===== config.mk =====
export PLATFORM = sky130hd
export DESIGN_NAME = branch_flag_unit
export DESIGN_NICKNAME = d
export VERILOG_FILES = /design/src/rtl/cpu_branch_pkg.sv /design/src/rtl/cond_evaluator.sv /design/src/rtl/zero_checker.sv /design/src/rtl/branch_flag_unit.sv
export SDC_FILE = /design/constraint.sdc
export NUM_CORES = 1
export LEC_CHECK = 0
export BUFFER_PORTS_ARGS = -buffer_cell sky130_fd_sc_hd__buf_2
export CAP_MARGIN = 20
export CORE_MARGIN = 2
export CORE_UTILIZATION = 29
export DETAILED_ROUTE_END_ITERATION = 6
export GPL_TIMING_DRIVEN = 0
export PLACE_DENSITY = 0.86
export SYNTH_ARGS = -nofsm -noshare
export SYNTH_HDL_FRONTEND = slang
export SYNTH_SLANG_ARGS = --single-unit

===== constraint.sdc =====
create_clock -name clk -period 1.4 [get_ports clk]
set_input_delay 0.07 -clock clk [delete_from_list [all_inputs] [get_ports clk]]
set_output_delay 0.07 -clock clk [all_outputs]
set_load 0.05 [all_outputs]

===== src/rtl/cpu_branch_pkg.sv =====
// cpu_branch_pkg: branch types, condition codes, FSM states and NZCV bit positions
package cpu_branch_pkg;
    typedef enum logic [1:0] {BR_B, BR_BCOND, BR_CBZ, BR_CBNZ} br_type_e;
    typedef enum logic [3:0] {EQ, NE, HS, LO, MI, PL, VS, VC, HI, LS, GE, LT, GT, LE, AL, NV} cond_e;
    typedef enum logic [1:0] {IDLE, WAIT_FLAGS, RESOLVE} bfu_state_e;
    localparam int N_BIT = 3;
    localparam int Z_BIT = 2;
    localparam int C_BIT = 1;
    localparam int V_BIT = 0;
endpackage


===== src/rtl/cond_evaluator.sv =====
// cond_evaluator: LEGv8 condition code against an NZCV value
module cond_evaluator
    import cpu_branch_pkg::*;
(
    input  cond_e      cond,
    input  logic [3:0] nzcv,
    output logic       taken
);
    logic n, z, c, v;
    assign n = nzcv[N_BIT];
    assign z = nzcv[Z_BIT];
    assign c = nzcv[C_BIT];
    assign v = nzcv[V_BIT];
    always_comb begin
        taken = 1'b1;
        case (cond)
            EQ: taken = z;
            NE: taken = ~z;
            HS: taken = c;
            LO: taken = ~c;
            MI: taken = n;
            PL: taken = ~n;
            VS: taken = v;
            VC: taken = ~v;
            HI: taken = c & ~z;
            LS: taken = ~c | z;
            GE: taken = n == v;
            LT: taken = n != v;
            GT: taken = ~z & (n == v);
            LE: taken = z | (n != v);
            default: taken = 1'b1;
        endcase
    end
endmodule


===== src/rtl/zero_checker.sv =====
// zero_checker: flags an all-zero input word
module zero_checker #(
    parameter int WIDTH = 64
) (
    input  logic [WIDTH-1:0] data,
    output logic             is_zero
);
    assign is_zero = ~|data;
endmodule


===== src/rtl/branch_flag_unit.sv =====
// branch_flag_unit: NZCV flag register, in-flight flag tracking and branch resolution
module branch_flag_unit
    import cpu_branch_pkg::*;
#(
    parameter int WIDTH       = 64,
    parameter int MAX_PENDING = 3
) (
    input  logic             clk,
    input  logic             reset_n,
    input  logic             flag_issue,
    input  logic             ex_set_flags,
    input  logic [WIDTH-1:0] ex_result,
    input  logic             ex_carry,
    input  logic             ex_overflow,
    input  logic             br_valid,
    output logic             br_ready,
    input  logic [1:0]       br_type,
    input  logic [3:0]       br_cond,
    input  logic [WIDTH-1:0] br_operand,
    input  logic             squash,
    output logic             res_valid,
    output logic             res_taken,
    output logic [3:0]       nzcv,
    output logic             pend_err
);
    localparam int PW = $clog2(MAX_PENDING + 1);
    localparam logic [PW-1:0] PMAX = PW'(MAX_PENDING);

    bfu_state_e    state_q, state_d;
    br_type_e      type_q, type_d;
    cond_e         cond_q, cond_d;
    logic          opz_q, opz_d;
    logic [3:0]    nzcv_q, nzcv_d;
    logic [PW-1:0] pend_q, pend_d;
    logic          pend_err_q, pend_err_d;
    logic          res_z, op_z, cond_taken;

    zero_checker #(.WIDTH(WIDTH)) u_res_zero (.data(ex_result), .is_zero(res_z));
    zero_checker #(.WIDTH(WIDTH)) u_op_zero (.data(br_operand), .is_zero(op_z));
    cond_evaluator u_cond (.cond(cond_q), .nzcv(nzcv_q), .taken(cond_taken));

    always_comb begin
        nzcv_d     = ex_set_flags ? {ex_result[WIDTH-1], res_z, ex_carry, ex_overflow} : nzcv_q;
        pend_d     = pend_q;
        pend_err_d = pend_err_q;
        if (flag_issue && !ex_set_flags) begin
            pend_d     = (pend_q == PMAX) ? pend_q : pend_q + 1'b1;
            pend_err_d = pend_err_q | (pend_q == PMAX);
        end else if (ex_set_flags && !flag_issue) begin
            pend_d     = (pend_q == '0) ? pend_q : pend_q - 1'b1;
            pend_err_d = pend_err_q | (pend_q == '0);
        end
    end

    // B.cond only waits if flag writers remain after this edge
    always_comb begin
        state_d   = state_q;
        type_d    = type_q;
        cond_d    = cond_q;
        opz_d     = opz_q;
        br_ready  = state_q == IDLE;
        res_valid = state_q == RESOLVE && !squash;
        case (state_q)
            IDLE: if (br_valid && !squash) begin
                type_d  = br_type_e'(br_type);
                cond_d  = cond_e'(br_cond);
                opz_d   = op_z;
                state_d = (type_d == BR_BCOND && pend_d != '0) ? WAIT_FLAGS : RESOLVE;
            end
            WAIT_FLAGS: state_d = squash ? IDLE : (pend_q == '0 ? RESOLVE : WAIT_FLAGS);
            default: state_d = IDLE;
        endcase
        res_taken = res_valid & (type_q == BR_B     ? 1'b1 :
                                 type_q == BR_BCOND ? cond_taken :
                                 type_q == BR_CBZ   ? opz_q : ~opz_q);
    end

    always_ff @(posedge clk or negedge reset_n) begin
        if (!reset_n) begin
            state_q    <= IDLE;
            type_q     <= BR_B;
            cond_q     <= EQ;
            opz_q      <= 1'b0;
            nzcv_q     <= '0;
            pend_q     <= '0;
            pend_err_q <= 1'b0;
        end else begin
            state_q    <= state_d;
            type_q     <= type_d;
            cond_q     <= cond_d;
            opz_q      <= opz_d;
            nzcv_q     <= nzcv_d;
            pend_q     <= pend_d;
            pend_err_q <= pend_err_d;
        end
    end

    assign nzcv     = nzcv_q;
    assign pend_err = pend_err_q;
endmodule


==> reports/results.txt, run 1 <==
violated checks = negative setup slack
area share of the largest cell type after synthesis = 33.4%
Synth Instances = 135
pwr dens = 803 mW/mm^2
CTS tree = built
Pleak = 1.08 nW
Layout fillers = 397
syn avg cell area = 8.89 um^2
worst-skew pair later-pin latency = 0.25 ns
Async SR Flop Fraction = 100%
CP max stage delay = 0.41 ns
Peak Freq = 0.508 GHz
worst hold path type = input port to flop
Sw Ratio = 33.3%
Synth warnings = 0
fin crit share = 140%
Clock Pin Slew Worst Setup and Hold Paths = 0.06 ns
initial antenna violation count = 0
worst slew pin tran = 0.458 ns
final core utilization = 55.1%
P_sw = 0.591 mW
drt first pass iters = 4
critical-path cell list = xor2_1, or4_1, a311o_1, a31oi_4, buf_6
CP delay by family, top = compound AO/OA/AOI/OAI gates
die height = 68.3 um
vias post-DR = 1,721
number of global-route vias before repair = 1,440
Tmin final = 1.97 ns
top cells by area, synth = dfrtp_1 (33%), nor4_1 (16%), mux2_2 (7.5%), nand4_1 (3.1%), nand2_1 (2.2%)
WL final = 4.81 mm
# setup viols final = 1
DR iter-0 viols = 99
CP Class = flop to output pin
CP Capture Type = output pin
CP Max Fanout = 2
critical path startpoint category = flop
routability cong. = 0.896
leading area contributor after synthesis = dfrtp_1
final std cells w/o fill = 345
vias per cell = 4.99
Post-synth EDFFs = 0
sequential share of power = 33.6%
row cnt = 23
Max-cap violations = 0
Initial Utilization = 30.0%
Antenna diodes = 0
overall power = 1.77 mW
#FFs+latches synth = 16
CTS Sinks = 16
Slew HR = 69.2%
GR Util All Layers = 18.6%
largest net degree at the start of global routing = 17
commonest cells after routing, fill and taps aside = buf_2 (148), nor4_1 (30), dfrtp_1 (11), nand2_1 (7)
total core area = 0.00400 mm^2
Root Buffer = clkbuf_8
Die W = 68.3 um
CP required = 1.33 ns
most common cell after layout, fill and taps aside = buf_2
Nets = 440
clk buf depth = 2
total gr overflow = 0
share of cells above drive strength 1 = 63.4%
antenna viol nets, final = 0
Seq/Total Area, Yosys = 33.4%
synth unique cells = 42
Max stage delay cell, worst path = dfrtp_2
max-slew violation count = 0
clock buffer count from CTS = 3
Clock Power Share = 23.1%
Main synth FF type = dfrtp_1
Comb power frac = 43.3%
hold slack final = 0.0536 ns
die footprint = 0.00467 mm^2
Worst Clk Skew = 0.00230 ns
Buf/Inv on CP = 1
status = complete, but fails checks
Final Worst Setup Slack = -0.567 ns
IO Port Bufs = 149
RSZ-0062 raised after global routing = yes
Synth Cell Area = 0.00120 mm^2
I/O pins = 150
CTS H-tree depth = 1
TNS Setup = -0.567 ns
WP data arrival = 1.90 ns
WL/cell = 13.9 um
Final Hold Vio Count = 0
net count after synthesis = 279
Layout area overhead = 83.8%
DRC = 0
dpl hpwl = 4.09 mm
Max rail drop VDD = 551 uV
first-pass GRT wire length = 6.60 mm
P_int = 1.18 mW
Post-Place Cells = 334
-- layout make-up --
| class | count | area [um^2] | share of cell area [%] |
|---|---|---|---|
| sequential | 16 | 407 | 18.4 |
| clock buffer | 4 | 55.1 | 2.50 |
| tap | 50 | 62.6 | 2.84 |
| buffer | 3 | 15.0 | 0.681 |
| multi-input combinational | 110 | 833 | 37.8 |
| inverter | 6 | 22.5 | 1.02 |
| timing repair buffer | 156 | 811 | 36.8 |
-- per-stage QoR --
step | instance area (um^2) | worst slack, ns
after CTS | 2160 | -0.625
final | 2210 | -0.567
after global placement | 2040 | -0.402
after detailed placement | 2040 | -0.443
after floorplan | 1230 | -0.465
after global routing | 2210 | -0.638
-- flip-flops by register name, indices dropped and copies added (netlist names) --
name / cells
nzcv: 4
type_q: 2
pend_err: 1
cond_q: 4
state_q: 2
opz_q: 1
pend_q: 2
-- kinds of logic (layout without fill, tap and decap cells) --
kind of cell | after synthesis | count (layout) | share of synthesized area, %
compound gates | 22 | 22 | 13.6
xor+xnor | 4 | 4 | 2.92
fa+ha+maj | 2 | 2 | 2.09
buf+inv | 9 | 169 | 2.82
flops | 16 | 16 | 33.4
mux | 9 | 9 | 8.34
simple gates | 73 | 73 | 36.9
-- power groups by stage --
stage               Combinational (mW)  Clock (mW)  Sequential [mW]
finish                           0.767       0.410            0.595
global route                     0.837       0.434            0.610
CTS                              0.727       0.423            0.591
detailed placement               0.639           0            0.629
global placement                 0.621           0            0.625
floorplan                        0.332           0            0.639
-- path summary, 6_finish.rpt --
kind / start / to / slack, ns / depth (start not counted)
max: nzcv[0] / res_taken / -0.57 / 5
min: br_cond[3] / cond_q[3] / 0.05 / 2
max reg2reg: state_q[0] / cond_q[2] / 0.02 / 4
min reg2reg: pend_err / pend_err / 0.47 / 1
max in group asynchronous: reset_n / nzcv[0] / 0.83 / 2
min in group asynchronous: reset_n / state_q[0] / 0.27 / 2
-- cell usage after synthesis (all sizes together), types with 2 or more instances --
cell type and count:
nor4 30, dfrtp 16, mux2 8, nand2 7
inv 6, nand4 6, nor2 6, o21ai 4
a21oi 3, clkbuf 3, nand2b 3, nand3 3
nor3b 3, or4 3, xor2 3, a22oi 2
ha 2, nand3b 2, nor2b 2, nor3 2
-- layer usage --
metal / share of wire [%] / track usage, % / vias up / wire, um
met2: 52 / 27.5 / 38 / 2490
met4: 0.40 / 2.25 / 0 / 19
met5: 0 / 0 / - / 0
met3: 3.4 / 3.62 / 2 / 162
li1: - / - / 867 / -
met1: 44 / 28.5 / 814 / 2140
-- repair_timing --
item                                    CTS  global route
setup buffers                             6             0
endpoints found under the setup margin    8             9
hold endpoints to repair                 16             0
resized for setup                         5            16
cloned                                    0             0
pin swaps                                 1             2
hold buffers                              1             0
Power figures use the tool's default switching activity.
==> run 2: changes to the inputs <==
--- a/config.mk
+++ b/config.mk
@@ -12,6 +12,7 @@
 export DETAILED_ROUTE_END_ITERATION = 6
 export GPL_TIMING_DRIVEN = 0
 export PLACE_DENSITY = 0.86
+export SETUP_SLACK_MARGIN = 0.05
 export SYNTH_ARGS = -nofsm -noshare
 export SYNTH_HDL_FRONTEND = slang
 export SYNTH_SLANG_ARGS = --single-unit
==> run 2 against run 1 <==
Compared with the run above:
- fmax decreased by 2.6%
- non-clock buffer count increased by 2
- the run still ends with negative setup slack left
- routed wire length down 0.44%
- sequential cell count unchanged
- sequential share of layout area fell by 0.089 points
- critical endpoint unchanged
- sequential power grew 2%
- via count shrank 1.1%
- hold slack gained 0.0030 ns
==> reports/results.txt, run 2 (same netlist as run 1, synthesis figures left out) <==
status = complete, but fails checks
violated checks = negative setup slack
die footprint = 0.00467 mm^2 (unchanged)
CTS H-tree depth = 1 (unchanged)
Antenna diodes = 0 (unchanged)
initial antenna violation count = 0 (unchanged)
CP Capture Type = output pin
overall power = 1.78 mW (+0.26%)
sequential share of power = 34.0% (+0.4 points)
worst-skew pair later-pin latency = 0.24 ns (about the same)
critical-path cell list = xor2_1, or4_1, a311o_1, a31oi_4, buf_6
Max rail drop VDD = 364 uV (-34%)
met2 Use GR = 31.2% (+3.6 points)
dpl hpwl = 4.05 mm (-1.2%)
GRT met1 Usage = 28.6% (+0.14 points)
Peak Freq = 0.495 GHz (-2.6%)
clk buf depth = 2 (unchanged)
WL final = 4.79 mm (-0.44%)
IO Port Bufs = 149 (unchanged)
first-pass GRT wire length = 7.07 mm (+7.0%)
Max stage delay cell, worst path = dfrtp_2
CP delay by family, top = compound AO/OA/AOI/OAI gates
CP max stage delay = 0.44 ns (+0.03 ns)
Comb power frac = 43.6% (+0.3 points)
DRC = 0 (unchanged)
most crowded layer after global routing = met2
Final Hold Vio Count = 0 (unchanged)
Clock Power Share = 22.4% (-0.7 points)
final core utilization = 55.6% (+0.44 points)
vias post-DR = 1,702 (-1.1%)
GR Util All Layers = 19.8% (+1.2 points)
CTS tree = built
row cnt = 23 (unchanged)
WL/cell = 13.8 um (-1.0%)
Nets = 442 (+0.45%)
pre-CTS setup slack = -0.443 ns (+0.000349 ns)
Root Buffer = clkbuf_8
met3 Use GR = 3.13% (-0.49 points)
Initial Utilization = 30.0% (unchanged)
max-slew violation count = 0 (unchanged)
worst hold path type = input port to flop
commonest cells after routing, fill and taps aside = buf_2 (147), nor4_1 (30), dfrtp_1 (10), nand2_1 (7)
Slew HR = 74.5% (+5.4 points)
CP required = 1.33 ns (about the same)
most common cell after layout, fill and taps aside = buf_2
P_int = 1.19 mW (+0.93%)
total core area = 0.00400 mm^2 (unchanged)
routability cong. = 0.872 (-2.7%)
vias per cell = 4.90 (-1.7%)
antenna viol nets, final = 0 (unchanged)
worst slew pin tran = 0.382 ns (-0.0765 ns)
die height = 68.3 um (unchanged)
setup slack, reg-to-reg = 0.01 ns (about the same)
WP data arrival = 1.95 ns (+0.05 ns)
total gr overflow = 0 (unchanged)
Buf/Inv on CP = 1 (unchanged)
I/O pins = 150 (unchanged)
RSZ-0062 raised after global routing = yes
Max-cap violations = 0 (unchanged)
P_sw = 0.585 mW (-1.1%)
Worst Clk Skew = 0.000620 ns (-0.00168 ns)
CP Class = flop to output pin
critical path startpoint category = flop
# setup viols final = 1 (unchanged)
Layout area overhead = 85.3%
drt first pass iters = 4 (unchanged)
number of global-route vias before repair = 1,571 (+9.1%)
largest net degree at the start of global routing = 17 (unchanged)
Clock Pin Slew Worst Setup and Hold Paths = 0.06 ns (about the same)
Post-Place Cells = 334 (unchanged)
CTS Sinks = 16 (unchanged)
Final Worst Setup Slack = -0.620 ns (-0.0535 ns)
CP Max Fanout = 6 (+4)
Die W = 68.3 um (unchanged)
clock buffer count from CTS = 3 (unchanged)
share of cells above drive strength 1 = 63.0% (-0.43 points)
Sw Ratio = 32.9% (-0.44 points)
Tmin final = 2.02 ns (+0.0535 ns)
fin crit share = 144% (+3.8 points)
DR iter-0 viols = 83 (-16%)
Layout fillers = 384 (-3.3%)
pwr dens = 799 mW/mm^2 (-0.53%)
final std cells w/o fill = 347 (+0.58%)
Pleak = 1.09 nW (+0.77%)
## run 2: power groups by stage
stage	clock network (mW)	registers, mW	logic [mW]
after CTS	0.413	0.597	0.747
after global placement	0	0.628	0.640
after global routing	0.434	0.613	0.851
final	0.399	0.604	0.775
after detailed placement	0	0.634	0.657
after floorplan	0	0.640	0.352
## run 2: worst reg2reg max path: cells and delay by family, from the launching register on
family	cells	cell delay [ns]
mux	1	0.29
flops	1	0.44
buf+inv	1	0.15
simple gates	2	0.39
## run 2: through the flow
step	hold WS [ns]	cell area [um^2]	TNS [ns]
final	0.0566	2220	-0.620
after detailed placement	0.0114	2060	-1.50
after floorplan	-0.226	1250	-0.553
after global routing	0.0467	2220	-0.944
after CTS	0.0512	2200	-0.626
after global placement	0.00497	2060	-1.29
## run 2: timing repair
item                                   CTS  global route
gates cloned                             0             0
hold buffers                             1             0
setup buffers                            8             0
resized for setup                        5            14
pin swaps                                1             1
endpoints found under the hold margin   16             0
setup endpoints to repair                9            11
## run 2: metal layers
| metal | vias to the layer above | part of all wire [%] | routed length, um |
|---|---|---|---|
| li1 | 874 | - | - |
| met1 | 791 | 46 | 2180 |
| met2 | 33 | 51 | 2440 |
| met3 | 4 | 2.8 | 134 |
| met4 | 0 | 0.71 | 34 |
| met5 | - | 0 | 0 |
## run 2: path summary, 6_finish.rpt
path                                 start         to  cells after the start
worst max-delay path               nzcv[0]  res_taken                      5
worst min-delay path            br_cond[1]  cond_q[1]                      2
worst max register to register  state_q[0]  cond_q[3]                      4
worst min register to register    pend_err   pend_err                      1
max in group asynchronous          reset_n    nzcv[3]                      2
min in group asynchronous          reset_n  cond_q[2]                      2
## run 2: layout make-up
cell class	count	area, um^2	share of cell area [%]
Timing Repair Buffer	158	840	37.8
Multi-Input combinational cell	110	822	37.0
Sequential cell	16	408	18.3
Tap cell	50	62.6	2.81
Clock buffer	4	55.1	2.48
Inverter	6	22.5	1.01
Buffer	3	13.8	0.619
==> run 3: changes to the inputs <==
--- a/config.mk
+++ b/config.mk
@@ -8,10 +8,11 @@
 export BUFFER_PORTS_ARGS = -buffer_cell sky130_fd_sc_hd__buf_2
 export CAP_MARGIN = 20
 export CORE_MARGIN = 2
-export CORE_UTILIZATION = 29
+export CORE_UTILIZATION = 30
+export CTS_BUF_LIST = sky130_fd_sc_hd__clkbuf_4 sky130_fd_sc_hd__clkbuf_8
 export DETAILED_ROUTE_END_ITERATION = 6
 export GPL_TIMING_DRIVEN = 0
-export PLACE_DENSITY = 0.86
+export PLACE_DENSITY = 0.89
 export SETUP_SLACK_MARGIN = 0.05
 export SYNTH_ARGS = -nofsm -noshare
 export SYNTH_HDL_FRONTEND = slang
==> run 3 against run 2 <==
Compared with the run above:
- the run still ends with negative setup slack left
- final area stayed put
- sequential cell count unchanged
- global-route usage grew 0.95 points
- largest cell class unchanged
- highest routed layer unchanged
==> reports/results.txt, run 3 (same netlist as run 1, synthesis figures left out) <==
RSZ-0062 raised after global routing = yes
row cnt = 22 (-4.3%)
routability cong. = 0.879 (+0.79%)
violated checks = negative setup slack
critical path startpoint category = flop
WL/cell = 14.4 um (+4.5%)
TNS Setup = -0.590 ns (+0.0304 ns)
CP max stage delay = 0.43 ns (about the same)
Peak Freq = 0.502 GHz (+1.5%)
clk buf depth = 2 (unchanged)
vias post-DR = 1,720 (+1.1%)
Max-cap violations = 0 (unchanged)
worst hold path type = input port to flop
antenna viol nets, final = 0 (unchanged)
clock buffer count from CTS = 3 (unchanged)
DRC = 0 (unchanged)
die footprint = 0.00452 mm^2 (-3.2%)
critical-path cell list = xor2_1, or4_1, a311o_1, a31oi_4, buf_6
CTS H-tree depth = 1 (unchanged)
CP Class = flop to output pin
Worst Clk Skew = 0.000867 ns (+0.000247 ns)
# setup viols final = 1 (unchanged)
worst-skew pair later-pin latency = 0.25 ns (about the same)
drt first pass iters = 4 (unchanged)
commonest cells after routing, fill and taps aside = buf_2 (147), nor4_1 (30), dfrtp_1 (10), nand2_1 (7)
Layout area overhead = 85.3% (unchanged)
Clock Pin Slew Worst Setup and Hold Paths = 0.06 ns (about the same)
I/O pins = 150 (unchanged)
pwr dens = 811 mW/mm^2 (+1.4%)
IO Port Bufs = 149 (unchanged)
CTS tree = built
Tmin final = 1.99 ns (-0.0304 ns)
largest net degree at the start of global routing = 17 (unchanged)
Die W = 67.2 um (-1.6%)
Multi-input gate area = 827 um^2 (+0.61%)
vias per cell = 4.99 (+1.6%)
CTS Sinks = 16 (unchanged)
most common cell after layout, fill and taps aside = buf_2
worst slew pin tran = 0.358 ns (-0.0242 ns)
fin crit share = 142% (-2.2 points)
first-pass GRT wire length = 7.16 mm (+1.3%)
Antenna diodes = 0 (unchanged)
Sequential Area = 408 um^2 (unchanged)
initial antenna violation count = 0 (unchanged)
CP required = 1.33 ns (about the same)
GR Util All Layers = 20.7% (+0.95 points)
Initial Utilization = 32.1% (+2.1 points)
CP Capture Type = output pin
dpl hpwl = 4.08 mm (+0.81%)
Post-Place Cells = 332 (-0.60%)
DR iter-0 viols = 99 (+19%)
WP data arrival = 1.92 ns (-0.03 ns)
Final Hold Vio Count = 0 (unchanged)
Slew HR = 75.9% (+1.4 points)
Max rail drop VDD = 331 uV (-9.1%)
final std cells w/o fill = 345 (-0.58%)
Pleak = 1.09 nW (+0.62%)
status = complete, but fails checks
Nets = 442 (unchanged)
total gr overflow = 0 (unchanged)
Max stage delay cell, worst path = dfrtp_2
Layout fillers = 359 (-6.5%)
WL final = 4.97 mm (+3.9%)
number of global-route vias before repair = 1,577 (+0.38%)
max-slew violation count = 0 (unchanged)
Root Buffer = clkbuf_8
share of cells above drive strength 1 = 63.3% (+0.34 points)
Final Worst Setup Slack = -0.590 ns (+0.0304 ns)
pre-CTS setup slack = -0.448 ns (-0.00529 ns)
CP Max Fanout = 4 (-2)
total core area = 0.00374 mm^2 (-6.4%)
die height = 67.2 um (-1.6%)
[run 3: cell count changes in the layout (fill, tap and decap cells not counted)]
cell	before	now
buf_4	4	6
buf_6	5	4
clkbuf_1	1	0
clkbuf_2	2	3
clkbuf_4	1	0
nor2b_2	1	0
nor2b_4	0	1
o21ai_0	3	4
o21ai_1	1	0
[run 3: power breakdown]
group          switching (mW)  leakage (nW)  internal, mW
combinational           0.376         0.878         0.411
sequential             0.0694         0.187         0.537
clock                   0.161        0.0288         0.250
total                   0.605          1.09          1.20
[run 3: area by class of cell]
cell class / instances / area share [%]
repair buffers: 158 / 37.6
multi-input cells: 110 / 37.2
flip-flops and latches: 16 / 18.3
well taps: 48 / 2.70
clock buffers: 4 / 2.48
inverters: 6 / 1.01
plain buffers: 3 / 0.675
[run 3: worst max-delay path, delay by kind of cell (launching register included)]
family / cells / cell delay, ns
XOR/XNOR: 1 / 0.17
AO/OA/AOI/OAI: 2 / 0.49
flip-flops: 1 / 0.43
buffers and inverters: 1 / 0.18
AND/OR/NAND/NOR: 1 / 0.40
[run 3: repair_timing]
action | 4_1_cts | 5_1_grt
pin swaps | 1 | 0
setup buffers | 6 | 2
hold endpoints to repair | 16 | 0
endpoints found under the setup margin | 10 | 10
gates resized for setup | 10 | 9
hold buffers | 1 | 0
cloned | 0 | 0
[run 3: routing by layer]
metal,share of wire [%],global-route usage [%],wire [um],vias up
li1,-,-,-,871
met1,45,29.1,2240,811
met3,3.5,3.67,176,4
met4,0.62,4.59,31,0
met5,0,0,0,-
met2,51,33.2,2530,34
[run 3: stage by stage]
| step | hold slack (ns) | cell area, um^2 | utilization, % | total power, mW |
|---|---|---|---|---|
| 2_1_floorplan | -0.226 | 1250 | - | 0.992 |
| 3_3_place_gp | 0.00509 | 2050 | 54.9 | 1.27 |
| 3_5_place_dp | 0.00793 | 2050 | 54.9 | 1.29 |
| 4_1_cts | 0.0459 | 2190 | 58.5 | 1.77 |
| 5_1_grt | 0.0502 | 2220 | 59.4 | 1.91 |
| 6_report | 0.0507 | 2220 | 59.4 | 1.80 |
[run 3: worst paths after layout]
check / startpoint / end / slack, ns / cells past startpoint
setup / recovery: nzcv[0] / res_taken / -0.59 / 5
hold / removal: br_cond[3] / cond_q[3] / 0.05 / 2
setup reg to reg: pend_q[1] / state_q[0] / 0.02 / 4
hold reg to reg: pend_err / pend_err / 0.47 / 1
max in group asynchronous: reset_n / nzcv[3] / 0.85 / 2
min in group asynchronous: reset_n / cond_q[3] / 0.26 / 2
